File: src/rtl/retry_pkg.sv
// Shared types and width helpers for the retry tracking buffer.
package retry_pkg;

    typedef enum logic [1:0] {
        ST_FREE = 2'd0,
        ST_WAIT = 2'd1,
        ST_PEND = 2'd2,
        ST_DROP = 2'd3
    } ent_st_e;

    function automatic int tag_w(input int entries);
        return (entries > 1) ? $clog2(entries) : 1;
    endfunction

    function automatic int qos_w(input int classes);
        return (classes > 1) ? $clog2(classes) : 1;
    endfunction

endpackage

File: src/rtl/retry_prio_arb.sv
// N-way arbiter: one-hot grant to the highest-QoS requester, lowest index on ties.
module retry_prio_arb #(
    parameter int N  = 32,
    parameter int QW = 2
) (
    input  logic [N-1:0]         req,
    input  logic [N-1:0][QW-1:0] qos,
    output logic [N-1:0]         gnt
);

    logic [QW-1:0] best;
    logic          found;

    // Strictly-greater compare keeps the earlier (lower) index on a tie.
    always_comb begin
        gnt   = '0;
        best  = '0;
        found = 1'b0;
        for (int i = 0; i < N; i++) begin
            if (req[i] && (!found || qos[i] > best)) begin
                gnt    = '0;
                gnt[i] = 1'b1;
                best   = qos[i];
                found  = 1'b1;
            end
        end
    end

endmodule

File: src/rtl/retry_track_buffer.sv
// Tag-tracked retry store: holds issued transactions until acked, re-offers them on
// timeout (highest QoS first) and drops them after MAX_RETRY retransmissions.
module retry_track_buffer
    import retry_pkg::*;
#(
    parameter int ENTRY_NUM     = 32,
    parameter int QOS_CLASS_NUM = 4,
    parameter int SRC_NODE_W    = 2,
    parameter int PAYLD_BW      = 8,
    parameter int TIMEOUT_CYC   = 16,
    parameter int MAX_RETRY     = 3,
    parameter int TAG_W         = tag_w(ENTRY_NUM),
    parameter int QOS_W         = qos_w(QOS_CLASS_NUM)
) (
    input  logic                  clk,
    input  logic                  rst,
    input  logic                  wr_valid,
    output logic                  wr_ready,
    input  logic [QOS_W-1:0]      qos_in,
    input  logic [SRC_NODE_W-1:0] dst_id,
    input  logic [PAYLD_BW-1:0]   payload_in,
    output logic [TAG_W-1:0]      wr_tag,
    input  logic                  ack_valid,
    input  logic [TAG_W-1:0]      ack_tag,
    output logic                  rt_valid,
    input  logic                  rt_ready,
    output logic [QOS_W-1:0]      rt_qos,
    output logic [SRC_NODE_W-1:0] rt_dst_id,
    output logic [PAYLD_BW-1:0]   rt_payload,
    output logic [TAG_W-1:0]      rt_tag,
    output logic                  drop_valid,
    output logic [TAG_W-1:0]      drop_tag,
    output logic [TAG_W:0]        occupancy
);

    localparam int TMR_W = $clog2(TIMEOUT_CYC + 1);
    localparam int RC_W  = $clog2(MAX_RETRY + 1);
    localparam logic [TMR_W-1:0] TMR_LOAD = TMR_W'(TIMEOUT_CYC);
    localparam logic [RC_W-1:0]  RC_MAX   = RC_W'(MAX_RETRY);

    ent_st_e                              st_q   [ENTRY_NUM];
    ent_st_e                              st_d   [ENTRY_NUM];
    logic [TMR_W-1:0]                     tmr_q  [ENTRY_NUM];
    logic [TMR_W-1:0]                     tmr_d  [ENTRY_NUM];
    logic [RC_W-1:0]                      rcnt_q [ENTRY_NUM];
    logic [RC_W-1:0]                      rcnt_d [ENTRY_NUM];
    logic [SRC_NODE_W-1:0]                dst_q  [ENTRY_NUM];
    logic [SRC_NODE_W-1:0]                dst_d  [ENTRY_NUM];
    logic [PAYLD_BW-1:0]                  pld_q  [ENTRY_NUM];
    logic [PAYLD_BW-1:0]                  pld_d  [ENTRY_NUM];
    logic [ENTRY_NUM-1:0][QOS_W-1:0]      qos_q;
    logic [ENTRY_NUM-1:0][QOS_W-1:0]      qos_d;
    logic                                 lock_q, lock_d;
    logic [TAG_W-1:0]                     lock_idx_q, lock_idx_d;

    logic                 free_any, drop_any, arb_any;
    logic [TAG_W-1:0]     free_idx, drop_idx, arb_idx, sel_idx;
    logic [ENTRY_NUM-1:0] pend_req, gnt, ack_hit;
    logic [TAG_W:0]       occ;
    logic                 wr_fire, rt_fire;

    // Descending scan: the last hit written is the lowest index.
    always_comb begin
        free_any = 1'b0;
        free_idx = '0;
        drop_any = 1'b0;
        drop_idx = '0;
        pend_req = '0;
        occ      = '0;
        for (int i = ENTRY_NUM - 1; i >= 0; i--) begin
            if (st_q[i] == ST_FREE) begin
                free_any = 1'b1;
                free_idx = TAG_W'(i);
            end else begin
                occ = occ + {{TAG_W{1'b0}}, 1'b1};
            end
            if (st_q[i] == ST_DROP) begin
                drop_any = 1'b1;
                drop_idx = TAG_W'(i);
            end
            pend_req[i] = (st_q[i] == ST_PEND);
        end
    end

    retry_prio_arb #(
        .N  (ENTRY_NUM),
        .QW (QOS_W)
    ) u_rt_arb (
        .req (pend_req),
        .qos (qos_q),
        .gnt (gnt)
    );

    always_comb begin
        arb_any = |gnt;
        arb_idx = '0;
        for (int i = 0; i < ENTRY_NUM; i++) begin
            if (gnt[i]) arb_idx = arb_idx | TAG_W'(i);
            ack_hit[i] = ack_valid && (ack_tag == TAG_W'(i));
        end
    end

    // A stalled offer stays pinned to its entry until consumed or acked away.
    always_comb begin
        sel_idx  = lock_q ? lock_idx_q : arb_idx;
        rt_valid = lock_q ? (st_q[sel_idx] == ST_PEND) : arb_any;
        rt_fire  = rt_valid && rt_ready;
        wr_fire  = wr_valid && free_any;
    end

    assign wr_ready   = free_any;
    assign wr_tag     = free_idx;
    assign drop_valid = drop_any;
    assign drop_tag   = drop_idx;
    assign occupancy  = occ;
    assign rt_qos     = rt_valid ? qos_q[sel_idx] : '0;
    assign rt_dst_id  = rt_valid ? dst_q[sel_idx] : '0;
    assign rt_payload = rt_valid ? pld_q[sel_idx] : '0;
    assign rt_tag     = rt_valid ? sel_idx : '0;

    // Per-entry FSM; ack always takes precedence over timeout and consumption.
    always_comb begin
        qos_d = qos_q;
        for (int i = 0; i < ENTRY_NUM; i++) begin
            st_d[i]   = st_q[i];
            tmr_d[i]  = tmr_q[i];
            rcnt_d[i] = rcnt_q[i];
            dst_d[i]  = dst_q[i];
            pld_d[i]  = pld_q[i];
            case (st_q[i])
                ST_FREE: begin
                    if (wr_fire && (free_idx == TAG_W'(i))) begin
                        st_d[i]   = ST_WAIT;
                        tmr_d[i]  = TMR_LOAD;
                        rcnt_d[i] = '0;
                        qos_d[i]  = qos_in;
                        dst_d[i]  = dst_id;
                        pld_d[i]  = payload_in;
                    end
                end
                ST_WAIT: begin
                    if (ack_hit[i]) begin
                        st_d[i] = ST_FREE;
                    end else if (tmr_q[i] == TMR_W'(1)) begin
                        st_d[i] = (rcnt_q[i] < RC_MAX) ? ST_PEND : ST_DROP;
                    end else begin
                        tmr_d[i] = tmr_q[i] - TMR_W'(1);
                    end
                end
                ST_PEND: begin
                    if (ack_hit[i]) begin
                        st_d[i] = ST_FREE;
                    end else if (rt_fire && (sel_idx == TAG_W'(i))) begin
                        st_d[i]   = ST_WAIT;
                        tmr_d[i]  = TMR_LOAD;
                        rcnt_d[i] = rcnt_q[i] + RC_W'(1);
                    end
                end
                ST_DROP: begin
                    if (drop_idx == TAG_W'(i)) st_d[i] = ST_FREE;
                end
                default: st_d[i] = ST_FREE;
            endcase
        end
        lock_d     = rt_valid && !rt_ready && !(ack_valid && (ack_tag == sel_idx));
        lock_idx_d = sel_idx;
    end

    always_ff @(posedge clk) begin
        if (rst) begin
            for (int i = 0; i < ENTRY_NUM; i++) begin
                st_q[i]   <= ST_FREE;
                tmr_q[i]  <= '0;
                rcnt_q[i] <= '0;
                dst_q[i]  <= '0;
                pld_q[i]  <= '0;
            end
            qos_q      <= '0;
            lock_q     <= 1'b0;
            lock_idx_q <= '0;
        end else begin
            for (int i = 0; i < ENTRY_NUM; i++) begin
                st_q[i]   <= st_d[i];
                tmr_q[i]  <= tmr_d[i];
                rcnt_q[i] <= rcnt_d[i];
                dst_q[i]  <= dst_d[i];
                pld_q[i]  <= pld_d[i];
            end
            qos_q      <= qos_d;
            lock_q     <= lock_d;
            lock_idx_q <= lock_idx_d;
        end
    end

endmodule

File: config.mk
export PLATFORM = sky130hd
export DESIGN_NAME = retry_track_buffer
export DESIGN_NICKNAME = d
export VERILOG_FILES = /design/src/rtl/retry_pkg.sv /design/src/rtl/retry_prio_arb.sv /design/src/rtl/retry_track_buffer.sv
export SDC_FILE = /design/constraint.sdc
export NUM_CORES = 2
export LEC_CHECK = 0
export CAP_MARGIN = 20
export CELL_PAD_IN_SITES_DETAIL_PLACEMENT = 0
export CELL_PAD_IN_SITES_GLOBAL_PLACEMENT = 2
export CORE_ASPECT_RATIO = 1.75
export CORE_MARGIN = 8
export CORE_UTILIZATION = 35
export DETAILED_ROUTE_END_ITERATION = 10
export PLACE_DENSITY = 0.77
export SLEW_MARGIN = 20
export SYNTH_ARGS = -nofsm -noshare
export SYNTH_HDL_FRONTEND = slang
export SYNTH_HIERARCHICAL = 1
export SYNTH_SLANG_ARGS = --single-unit
File: constraint.sdc
create_clock -name clk -period 54.7 [get_ports clk]
set_input_delay 10.94 -clock clk [delete_from_list [all_inputs] [get_ports clk]]
set_output_delay 10.94 -clock clk [all_outputs]
set_load 0.02 [all_outputs]
==> results.rst <==
.. list-table::
   :header-rows: 1

   * - Metric
     - Value
   * - Post-Synthesis Mean Instance Area
     - 8.63 um2
   * - Register bit count reported by yosys
     - about 680
   * - Width of the die
     - 279 um
   * - Total area of multi-input combinational cells
     - 23,000 um2
   * - Maximum buffer depth of the clock tree
     - 3
   * - Sequential fraction of the synthesis area
     - 0.432
   * - Per-cell via count in the routed design
     - ~5.7
   * - Clock sink count
     - 678
   * - Nature of the critical path endpoint
     - output port
   * - Min-Delay Path Class
     - flip-flop to flip-flop
   * - Maximum Capacitance Violations
     - 0
   * - Initial DRC Count
     - approximately 2,700
   * - Max Freq
     - 18.9 MHz
   * - Number of CTS-inserted buffers
     - 67
   * - Number of top-level pins
     - 58
   * - Clk_lat worst skew
     - 0.67 ns
   * - Shortest clock period the worst path allows after layout
     - 52.98 ns
   * - Data arrival time of the critical path
     - roughly 42 ns
   * - WP data required
     - 43.76 ns
   * - Startpoint types
     - flip-flop
   * - Number of H-tree levels
     - 3
   * - CTS tree
     - yes
   * - Wire length of the first global-routing pass
     - 234 mm
   * - Setup slack at placement
     - -1.31 ns
   * - Post-synth design cell area
     - 42,400 um2
   * - Worst clock skew
     - 0.0344 ns
   * - Max-slew violation count
     - 0
   * - Pin slew with the least headroom to its limit
     - 1.07 ns
   * - Residual DRC
     - 0
   * - HPWL reported at the end of detailed placement
     - 113 mm
   * - Synth cell types
     - 114
   * - Net count after synthesis
     - 5,096
   * - Final setup slack of the worst path
     - 1.72 ns
   * - Total Die Area
     - 133,000 um2
   * - Type of the setup path with the least slack
     - flip-flop to output port
   * - Number of antenna violations at the first check in global routing
     - 4
   * - Vias post-DR
     - 37,600
   * - Share of layout cells above drive strength 1
     - 0.107
   * - Cell at the root of the clock tree
     - sky130_fd_sc_hd__clkbuf_16
   * - Count of port buffers added during placement
     - 57
   * - Placeable core region
     - 121,000 um2
   * - Outcome
     - finished clean
   * - Maximum number of pins on one net before global-route repair
     - between 100 and 150
   * - Share of flip-flops with an asynchronous set or reset
     - 0
   * - Final Hold Viols
     - 0
   * - Fillcell total
     - 12,300
   * - Drt first pass iters
     - 7
   * - Effective utilization at floorplan
     - 0.351
   * - Main flop type after synthesis
     - sky130_fd_sc_hd__edfxtp_1
   * - Dominant cell type by count on the critical path
     - sky130_fd_sc_hd__ha_1
   * - Cells after synthesis
     - slightly below 5,000
   * - Number of routed nets with antenna violations
     - 0
   * - Total number of placement rows
     - ~170
   * - Clock transition time at the flip-flop clock pins of the worst setup and hold paths
     - approximately 0.070 ns
   * - Worst-case hold slack
     - about 0.46 ns
   * - Tot GR Track Use
     - 0.230
   * - Slowest cell on crit path
     - sky130_fd_sc_hd__a311oi_1
   * - Worst rel slew slack
     - 0.280
   * - Highest net fanout along the worst path
     - 15
   * - Period utilization
     - 0.969
   * - Post-detailed-routing wire length
     - roughly 160 mm
   * - Number of enable-type register cells in the synthesized netlist
     - 473
   * - Synth warnings
     - 6
   * - Leftover overflow at the end of global routing
     - 0
   * - Die Y
     - ~480 um
   * - Number of global-route vias before repair
     - 37,400
   * - Count of nets after finishing
     - 5,159
   * - FF+latch area
     - 18,300 um2
   * - Peak per-stage delay on the critical path
     - 0.67 ns
   * - Area added between synthesis and finish
     - 14.5%
   * - Endpoints failing setup
     - 0
   * - Routed wire length per instance
     - 24.3 um
   * - GPL Wtd Cong
     - 0.928
layer usage:
metal | share of wire | vias up | global-route usage
met5 | 0 | - | 0
met4 | 0.066 | 0 | 0.131
met3 | 0.046 | 394 | 0.0249
met2 | 0.53 | 1165 | 0.434
met1 | 0.36 | 18400 | 0.244
li1 | - | 17600 | -
metrics by stage:
stage                     instance area [um2]  setup TNS [ns]  utilization  instances
after global routing                    48500           -5.68        0.402       6644
after floorplan                         42400               0            -       4910
final                                   48500               0        0.402       6647
after global placement                  45000           -4.14        0.373       6448
after detailed placement                45000          -18.73        0.373       6448
after CTS                               47500               0        0.393       6578
cells in the mapped netlist (all sizes together), types with 21 or more instances:
cell type,count,share of area
xor2,51,0.011
and2,47,0.0070
nor4,53,0.0085
nand4,33,0.0049
nand2,765,0.068
or3,23,0.0035
nand3,323,0.038
nor2,722,0.064
o21ai,174,0.021
xnor2,139,0.031
o21a,38,0.0067
edfxtp,473,0.34
ha,164,0.048
a21o,21,0.0037
mux2i,83,0.020
and3,67,0.0099
nand3b,32,0.0060
nor2b,46,0.0068
a31oi,58,0.0086
buf,33,0.0036
a211oi,31,0.0058
a311oi,90,0.019
inv,223,0.020
nor3,119,0.014
dfxtp,205,0.097
o211ai,36,0.0066
a21oi,222,0.026
nand2b,48,0.0071
or2,43,0.0063
clkbuf,228,0.020
path summary, 6_finish.rpt:
check                from            to  slack (ns)  cells past startpoint
max            st_q[0][0]     rt_qos[1]        1.72                    223
min          tmr_q[1][34]  tmr_q[1][34]        0.46                      2
max reg2reg    st_q[0][0]  tmr_q[1][36]       11.51                    234
min reg2reg  tmr_q[1][34]  tmr_q[1][34]        0.46                      2
state kept, by name, summed over array words and instances (netlist names):
name        cells
qos_q          64
dst_q          64
lock_idx_q      5
rcnt_q         64
pld_q         256
lock_q          1
st_q           64
tmr_q         160
logic make-up after synthesis:
group | share of synthesized area
xor+xnor | 0.0514
flops | 0.432
buf+inv | 0.0437
fa+ha+maj | 0.0496
simple gates | 0.258
mux | 0.0233
compound gates | 0.142
layout by cell type, fill, tap and decap left out, drive strengths merged, types with 18 or more instances in the layout:
cell,n
nor4b,18
inv,228
nor2,722
nand3b,32
dfxtp,205
a311oi,90
o21ai,174
nor2b,46
o211ai,36
xnor2,139
mux2,21
nand2,765
and3,67
nand2b,48
nand3,323
clkbuf,92
o21a,38
ha,164
or3,23
xor2,51
mux2i,84
a31oi,58
o22ai,18
edfxtp,473
a21o,21
buf,195
nor4,53
and2,47
a21oi,222
a211oi,31
or2,43
nor3,119
nand4,33
clkdlybuf4s50,38
critical path, delay by kind of cell, from the launching register on:
family | cells | cell delay, ns
simple gates | 83 | 12.64
buf+inv | 10 | 1.04
compound gates | 86 | 15.10
mux | 8 | 2.02
fa+ha+maj | 36 | 10.10
flops | 1 | 0.40
cell type report:
cell class	instances	share of cell area
multi-input combinational	3755	0.475
inverter	224	0.0174
sequential	678	0.377
clock buffer	85	0.0368
clock inverter	30	0.00673
tap	1624	0.0419
timing repair buffer	247	0.0448
antenna	4	0.000206
timing repair:
item,in CTS,in global routing
setup endpoints to repair,18,18
pin swaps,5,52
setup buffers,9,55
gates cloned,6,10
hold buffers,0,0
gates resized for setup,32,169
Power is not shown: default switching activity piles up to over one toggle a cycle in this logic, so the estimate is an artifact.
